<file path="src/rtl/mem_access_unit_pkg.sv">
// mem_access_unit_pkg: shared opcode/funct3 defines plus the size and FSM
// state encodings used by the memory access unit and its lane aligner.
`ifndef LOAD_OP
`define LOAD_OP    7'b0000011
`endif
`ifndef STORE_OP
`define STORE_OP   7'b0100011
`endif
`ifndef FUNCT3_LB
`define FUNCT3_LB  3'b000
`define FUNCT3_LH  3'b001
`define FUNCT3_LW  3'b010
`define FUNCT3_LBU 3'b100
`define FUNCT3_LHU 3'b101
`define FUNCT3_SB  3'b000
`define FUNCT3_SH  3'b001
`define FUNCT3_SW  3'b010
`endif
`ifndef ZeroWord
`define ZeroWord   32'h00000000
`endif

package mem_access_unit_pkg;

  typedef enum logic [1:0] {
    SZ_B = 2'd0,
    SZ_H = 2'd1,
    SZ_W = 2'd2
  } size_e;

  typedef enum logic [1:0] {
    IDLE  = 2'd0,
    ISSUE = 2'd1,
    CAPT  = 2'd2,
    DONE  = 2'd3
  } state_e;

  // Number of bytes moved by an access of the given size.
  function automatic logic [2:0] size_bytes(input size_e sz);
    case (sz)
      SZ_B:    return 3'd1;
      SZ_H:    return 3'd2;
      default: return 3'd4;
    endcase
  endfunction

endpackage

</file>
<file path="src/rtl/mem_lane_align.sv">
// mem_lane_align: combinational map from (offset, beat index, size, data) to
// per-lane write data, write strobes and load byte-slot selects. Lane j of
// beat k holds access byte (k*BUS_BYTES + j - off) when that index is inside
// the access.
module mem_lane_align
  import mem_access_unit_pkg::*;
#(
  parameter int BUS_BYTES = 1,
  parameter int OFF_W     = 1
) (
  input  logic [OFF_W-1:0]             off_i,
  input  logic [2:0]                   beat_i,
  input  logic [2:0]                   nbytes_i,
  input  logic [31:0]                  data_i,
  output logic [8*BUS_BYTES-1:0]       lane_data_o,
  output logic [BUS_BYTES-1:0]         lane_strb_o,
  output logic [BUS_BYTES-1:0][1:0]    slot_sel_o
);

  localparam int SH = $clog2(BUS_BYTES);

  for (genvar j = 0; j < BUS_BYTES; j++) begin : g_lane
    logic [4:0] pos;
    logic [4:0] idx;
    logic       hit;

    assign pos = (5'(beat_i) << SH) + 5'(j);
    assign idx = pos - 5'(off_i);
    assign hit = (pos >= 5'(off_i)) && (idx < 5'(nbytes_i));

    assign lane_strb_o[j]         = hit;
    assign slot_sel_o[j]          = idx[1:0];
    assign lane_data_o[8*j +: 8]  = hit ? data_i[{idx[1:0], 3'b000} +: 8] : 8'h00;
  end

endmodule

</file>
<file path="src/rtl/mem_access_unit.sv">
// mem_access_unit: MEM stage executing RV32 loads/stores over a BUS_BYTES
// wide memory port, splitting misaligned accesses into aligned beats and
// holding the pipeline with stall_req_o until the access completes.
// Optional feature macro: MISALIGN_TRAP_EN (misaligned accesses trap instead
// of being split, reported on misalign_o).
module mem_access_unit
  import mem_access_unit_pkg::*;
#(
  parameter int XLEN      = 32,
  parameter int ADDR_W    = 32,
  parameter int BUS_BYTES = 1
) (
  input  logic                    clk,
  input  logic                    rst_n,
  input  logic [6:0]              opcode_i,
  input  logic [2:0]              funct3_i,
  input  logic [4:0]              wd_i,
  input  logic                    wreg_i,
  input  logic [XLEN-1:0]         wdata_i,
  input  logic [ADDR_W-1:0]       mem_addr_i,
  input  logic [8*BUS_BYTES-1:0]  mem_rdata_i,
  output logic [4:0]              wd_o,
  output logic                    wreg_o,
  output logic [XLEN-1:0]         wdata_o,
  output logic                    stall_req_o,
  output logic                    mem_req_o,
  output logic                    mem_we_o,
  output logic [ADDR_W-1:0]       mem_addr_o,
  output logic [8*BUS_BYTES-1:0]  mem_wdata_o,
  output logic [BUS_BYTES-1:0]    mem_wstrb_o
`ifdef MISALIGN_TRAP_EN
  ,
  output logic                    misalign_o
`endif
);

  localparam int OFF_W = (BUS_BYTES > 1) ? $clog2(BUS_BYTES) : 1;
  localparam int SH    = $clog2(BUS_BYTES);

  if (!(BUS_BYTES == 1 || BUS_BYTES == 2 || BUS_BYTES == 4)) begin : g_bad_bus
    $error("mem_access_unit: BUS_BYTES must be 1, 2 or 4");
  end
  if (XLEN != 32) begin : g_bad_xlen
    $error("mem_access_unit: only XLEN=32 is supported");
  end

  // Sign/zero extension of the assembled load bytes.
  function automatic logic [31:0] load_ext(input logic [31:0] d, input size_e sz,
                                           input logic sgn);
    case (sz)
      SZ_B:    return {{24{sgn & d[7]}}, d[7:0]};
      SZ_H:    return {{16{sgn & d[15]}}, d[15:0]};
      default: return d;
    endcase
  endfunction

  state_e              state_q;
  logic [2:0]          k_q;
  logic [2:0]          beats_q;
  logic [2:0]          nbytes_q;
  logic [OFF_W-1:0]    off_q;
  logic [ADDR_W-1:0]   base_q;
  logic                ld_q;
  logic                sgn_q;
  size_e               sz_q;
  logic [31:0]         data_q;

  logic                is_ld, is_st, is_mem, rsv_in, skip_in;
  size_e               sz_in;
  logic [2:0]          nbytes_in;
  logic [OFF_W-1:0]    off_in;
  logic [3:0]          span;
  logic [2:0]          beats_in;
  logic [ADDR_W-1:0]   base_in;

  assign is_ld  = (opcode_i == `LOAD_OP);
  assign is_st  = (opcode_i == `STORE_OP);
  assign is_mem = is_ld | is_st;

  // Decode access size and reserved funct3 encodings.
  always_comb begin
    case (funct3_i[1:0])
      2'b00:   sz_in = SZ_B;
      2'b01:   sz_in = SZ_H;
      default: sz_in = SZ_W;
    endcase
    if (is_ld)
      rsv_in = !(funct3_i == `FUNCT3_LB  || funct3_i == `FUNCT3_LH ||
                 funct3_i == `FUNCT3_LW  || funct3_i == `FUNCT3_LBU ||
                 funct3_i == `FUNCT3_LHU);
    else
      rsv_in = !(funct3_i == `FUNCT3_SB || funct3_i == `FUNCT3_SH ||
                 funct3_i == `FUNCT3_SW);
  end

  if (BUS_BYTES == 1) begin : g_off1
    assign off_in = 1'b0;
  end else begin : g_offn
    assign off_in = mem_addr_i[OFF_W-1:0];
  end

  assign nbytes_in = size_bytes(sz_in);
  assign span      = 4'(off_in) + 4'(nbytes_in) + 4'(BUS_BYTES - 1);
  assign beats_in  = 3'(span >> SH);
  assign base_in   = mem_addr_i & ~ADDR_W'(BUS_BYTES - 1);

`ifdef MISALIGN_TRAP_EN
  logic mis_in;
  logic trap_q;

  // Natural-alignment test for the trap option.
  always_comb begin
    case (sz_in)
      SZ_B:    mis_in = 1'b0;
      SZ_H:    mis_in = mem_addr_i[0];
      default: mis_in = |mem_addr_i[1:0];
    endcase
  end
  assign skip_in = rsv_in | mis_in;
`else
  assign skip_in = rsv_in;
`endif

  logic [2:0]                 beat_sel;
  logic [8*BUS_BYTES-1:0]     lane_data;
  logic [BUS_BYTES-1:0]       lane_strb;
  logic [BUS_BYTES-1:0][1:0]  slot_sel;
  logic                       cap_en;

  // Stores align the beat being issued; loads align the beat whose data is
  // arriving, which is one behind the issue counter.
  assign beat_sel = ld_q ? (k_q - 3'd1) : k_q;
  assign cap_en   = ld_q && (((state_q == ISSUE) && (k_q != 3'd0)) || (state_q == CAPT));

  mem_lane_align #(
    .BUS_BYTES (BUS_BYTES),
    .OFF_W     (OFF_W)
  ) u_align (
    .off_i       (off_q),
    .beat_i      (beat_sel),
    .nbytes_i    (nbytes_q),
    .data_i      (wdata_i),
    .lane_data_o (lane_data),
    .lane_strb_o (lane_strb),
    .slot_sel_o  (slot_sel)
  );

  // Access sequencer: latch geometry, step one beat per cycle, capture load bytes.
  always_ff @(posedge clk) begin
    if (!rst_n) begin
      state_q  <= IDLE;
      k_q      <= '0;
      beats_q  <= '0;
      nbytes_q <= '0;
      off_q    <= '0;
      base_q   <= '0;
      ld_q     <= 1'b0;
      sgn_q    <= 1'b0;
      sz_q     <= SZ_B;
      data_q   <= '0;
`ifdef MISALIGN_TRAP_EN
      trap_q   <= 1'b0;
`endif
    end else begin
      if (cap_en) begin
        for (int j = 0; j < BUS_BYTES; j++) begin
          if (lane_strb[j]) data_q[{slot_sel[j], 3'b000} +: 8] <= mem_rdata_i[8*j +: 8];
        end
      end
      case (state_q)
        IDLE: begin
          if (is_mem) begin
            off_q    <= off_in;
            base_q   <= base_in;
            beats_q  <= beats_in;
            nbytes_q <= nbytes_in;
            sz_q     <= sz_in;
            sgn_q    <= ~funct3_i[2];
            k_q      <= '0;
            data_q   <= '0;
            ld_q     <= is_ld & ~skip_in;
            state_q  <= skip_in ? DONE : ISSUE;
`ifdef MISALIGN_TRAP_EN
            trap_q   <= mis_in & ~rsv_in;
`endif
          end
        end
        ISSUE: begin
          k_q <= k_q + 3'd1;
          if (k_q == beats_q - 3'd1) state_q <= ld_q ? CAPT : DONE;
        end
        CAPT: begin
          state_q <= DONE;
        end
        default: begin
          state_q <= IDLE;
`ifdef MISALIGN_TRAP_EN
          trap_q  <= 1'b0;
`endif
        end
      endcase
    end
  end

  logic issue, st_beat;
  assign issue   = (state_q == ISSUE);
  assign st_beat = issue & ~ld_q;

  assign mem_req_o   = issue;
  assign mem_we_o    = st_beat;
  assign mem_addr_o  = issue ? (base_q + (ADDR_W'(k_q) << SH)) : '0;
  assign mem_wdata_o = st_beat ? lane_data : '0;
  assign mem_wstrb_o = st_beat ? lane_strb : '0;

  assign stall_req_o = rst_n && is_mem && (state_q != DONE);
  assign wd_o        = wd_i;

`ifdef MISALIGN_TRAP_EN
  assign misalign_o  = trap_q && (state_q == DONE);
  assign wreg_o      = wreg_i & ~misalign_o;
`else
  assign wreg_o      = wreg_i;
`endif

  // Writeback mux: ALU result for non-memory ops, extended load data in DONE.
  always_comb begin
    if (!is_mem)
      wdata_o = wdata_i;
    else if ((state_q == DONE) && ld_q)
      wdata_o = load_ext(data_q, sz_q, sgn_q);
    else
      wdata_o = `ZeroWord;
  end

endmodule

</file>
<file path="config.mk">
export PLATFORM = sky130hd
export DESIGN_NAME = mem_access_unit
export DESIGN_NICKNAME = d
export VERILOG_FILES = /design/src/rtl/mem_access_unit_pkg.sv /design/src/rtl/mem_lane_align.sv /design/src/rtl/mem_access_unit.sv
export SDC_FILE = /design/constraint.sdc
export NUM_CORES = 1
export LEC_CHECK = 0
export BUFFER_PORTS_ARGS = -buffer_cell sky130_fd_sc_hd__buf_2
export CORE_MARGIN = 5
export CORE_UTILIZATION = 35
export DETAILED_ROUTE_END_ITERATION = 8
export HOLD_SLACK_MARGIN = 0.05
export PLACE_DENSITY = 0.65
export SLEW_MARGIN = 10
export SYNTH_ARGS = -nofsm -noshare
export SYNTH_HDL_FRONTEND = slang
export SYNTH_SLANG_ARGS = --single-unit
</file>
<file path="constraint.sdc">
create_clock -name clk -period 2.8 [get_ports clk]
set_input_delay 0.56 -clock clk [delete_from_list [all_inputs] [get_ports clk]]
set_output_delay 0.56 -clock clk [all_outputs]
set_load 0.1 [all_outputs]
</file>
==> results.json <==
{
  "synth-main-ff-cell": "dfxtp_1",
  "power.leakage_nw": 3.353,
  "synthCells": 556,
  "dieArea_um2": 16660,
  "place.gp.congestion": 0.9071,
  "whs_endpoint": "base_q[26]$_SDFFE_PN0P_",
  "initial_core_util": 0.3575,
  "syn-num-nets": 662,
  "hpwl_um": 13160,
  "swShare": 0.3676,
  "drtAntennaViolNets": 0,
  "end_kind": "output pin",
  "fill_cells": 1147,
  "synth_cell_types": 61,
  "drt_wl_total_um": 17570,
  "rsz0062_at_grt": "yes",
  "path_cells": "ha_4 > a21oi_4 > a2111oi_4 > nor4b_4 > xor2_1 > and2_4 > buf_12",
  "critical_path.slowest_cell": "a2111oi_4",
  "regToRegEndpoint": "data_q[7]$_SDFF_PN0_",
  "powerDensity_nw_per_um2": 437.1,
  "clockBufferDepth": 2,
  "area_growth_syn_to_layout_pct": 59.56,
  "wire_per_inst_um": 19.55,
  "r2r_start": "k_q[0]$_SDFFE_PN0P_",
  "synth_largest_area_cell": "dfxtp_1",
  "grt_pass1_wl_um": 26730,
  "yosysWarnings": 0,
  "drc": 0,
  "critPathLaunchType": "flip-flop",
  "critical_path_required_ns": 2.24,
  "async_flop_share": 0,
  "coreArea_um2": 13880,
  "startpoint": "k_q[2]$_SDFFE_PN0P_",
  "drive_gt1_frac": 0.4840,
  "clk_pin_slew_ns": 0.06,
  "numPortBuffers": 159,
  "clock-sinks": 74,
  "die_h_um": 129.1,
  "min_period_over_period": 1.028,
  "num_rows": 43,
  "num_vias": 5103,
  "first_global_vias": 5092,
  "drv_slew": 0,
  "max_stage_delay_ns": 0.40,
  "ys_seq_area_frac": 0.2985,
  "nNetsFinal": 820,
  "drtIter0Drc": 393,
  "die_x_um": 129.1,
  "worstRegToRegCells": 13,
  "p_clk_frac": 0.334,
  "irDropWorstVdd_mv": 0.2698,
  "sequentialPowerShare": 0.319,
  "syn_area_um2": 4962,
  "relSlewSlack": 0.4071,
  "worstHoldPathCells": 3,
  "setup_viol": 12,
  "layout_setup_ws_ns": -0.07768,
  "postCtsHoldBufs": 0,
  "h-tree-depth": 3,
  "cts_tree": "done",
  "drt-pass1-iter-count": 5,
  "max_freq_mhz": 347.5,
  "worst_pin_slew_ns": 0.8825,
  "postSynthAreaPerCell_um2": 8.925,
  "grt_usage": 0.2014,
  "reg2reg_slack_ns": 0.23,
  "outcome": "finished with violations",
  "diodes": 0,
  "antenna_found_initial": 1,
  "synth-seq-cells": 74,
  "timing.final.crit_period_ns": 2.878,
  "arrival_ns": 2.32,
  "hold_viol_final": 0,
  "p_comb_frac": 0.347,
  "critPathMaxFanout": 4,
  "yosysTopAreaCellShare": 0.2985,
  "worstHoldStart": "mem_addr_i[26]",
  "clock_latency_ns": 0.34,
  "grt_max_degree": 34,
  "synth-edff-count": 0,
  "drt-vias-per-instance": 5.676,
  "final_util": 0.5704,
  "synth_area_leaders": "dfxtp_1, a22o_1, nand2_1",
  "tns_ns": -0.5519,
  "finalClockSkew_ns": 0.007264,
  "switchingPower_mw": 1.272,
  "numCtsBuffers": 9,
  "violations": "negative setup slack",
  "boundaryPins": 172,
  "drv_cap": 0,
  "intPower_mw": 2.188,
  "worstSetupPathType": "flip-flop to output pin",
  "min_path_type": "input pin to flip-flop",
  "grt-ovfl-total": 0,
  "cts-root-buf": "clkbuf_16"
}
routing by layer:
layer / routed length, um / GRT usage / part of all wire / vias to the layer above
li1: - / - / - / 2372
met1: 6970 / 0.2485 / 0.40 / 2391
met2: 8361 / 0.3372 / 0.48 / 289
met3: 1585 / 0.04369 / 0.090 / 49
met4: 641 / 0.09080 / 0.036 / 2
met5: 11 / 0 / 0.00063 / -
critical path: cells and delay by family, from the launching register on:
| kind | cells | cell delay (ns) |
|---|---|---|
| compound gates | 2 | 0.50 |
| simple gates | 2 | 0.45 |
| flops | 1 | 0.36 |
| fa+ha+maj | 1 | 0.30 |
| xor+xnor | 1 | 0.19 |
| buf+inv | 1 | 0.17 |
per-stage QoR:
stage | power [mW] | hold WS, ns | setup WS, ns | cell area (um^2) | cells
finish | 3.461 | 0.4194 | -0.07768 | 7918 | 899
global route | 3.584 | 0.4220 | -0.1790 | 7918 | 899
CTS | 3.451 | 0.4166 | -0.05457 | 7715 | 897
detailed placement | 2.264 | 0.4569 | 0.03884 | 7103 | 870
global placement | 2.247 | 0.4427 | 0.1475 | 7103 | 870
floorplan | 1.920 | 0.4346 | -0.1097 | 5101 | 556
registers in the layout (all words and copies together), names as in the netlist:
signal / flops
base_q: 32
data_q: 32
k_q: 3
ld_q: 1
nbytes_q: 3
sgn_q: 1
state_q: 2
worst max path at each step:
stage                          end
finish              mem_addr_o[29]
global route        mem_addr_o[29]
CTS                 mem_addr_o[14]
detailed placement  mem_addr_o[14]
global placement    mem_wdata_o[2]
floorplan           mem_addr_o[31]
kinds of logic after synthesis:
family          after synthesis  share of synthesized area
fa+ha+maj                    16                    0.04186
flops                        74                     0.2985
simple gates                211                     0.2521
buf+inv                      59                    0.06227
compound gates              136                     0.2052
xor+xnor                     34                    0.06682
mux                          26                    0.07312
power groups by stage:
stage	logic [mW]	registers [mW]	clock network, mW
after floorplan	0.800	1.12	0
after global placement	1.12	1.12	0
after detailed placement	1.14	1.13	0
after CTS	1.18	1.10	1.16
after global routing	1.26	1.11	1.21
final	1.20	1.10	1.16
final cells by class:
type                            instances  area, um^2  area share
Multi-Input combinational cell        423        3665      0.4629
Sequential cell                        74        1504      0.1899
Timing Repair Buffer                  193        2167      0.2737
Tap cell                              180       225.2     0.02845
Clock buffer                           11       242.7     0.03066
Clock inverter                          5       53.80    0.006795
Inverter                               13       60.06    0.007585
synth_stat cells (2+ instances only):
cell type and count:
a21oi_1 22, a21oi_2 3, a22o_1 62, and2_1 30
and3_1 14, and4_1 7, buf_2 9, buf_4 7
buf_6 5, clkbuf_1 22, dfxtp_1 74, ha_1 15
inv_1 12, mux2_2 2, mux2i_1 16, mux4_2 8
nand2_1 51, nand2b_1 18, nand3_1 23, nand3_2 2
nand3_4 2, nand4_1 22, nand4_2 2, nand4b_1 8
nor2_1 9, nor2b_1 4, nor3_1 6, nor3_2 2
nor4_1 2, nor4b_2 2, o21ai_0 30, o31ai_1 3
o41ai_1 3, or3_1 2, xnor2_1 19, xor2_1 13
placed cells by master (no fill, tap or decap), drive strengths merged, types with 8 or more instances in the layout:
cell,count
buf,190
dfxtp,74
a22o,62
nand2,52
o21ai,31
and2,30
nand3,27
a21oi,25
nand4,24
xnor2,20
nand2b,18
mux2i,16
ha,15
clkbuf,14
and3,14
xor2,13
inv,12
nor2,10
mux4,8
nand4b,8
nor3,8
timing repair:
action	in CTS	in global routing
pin swaps	16	20
buffers inserted	10	2
resized for setup	53	48
cloned	1	0
setup endpoints to repair	32	48
Note: power is estimated with default switching activity, not from simulation.
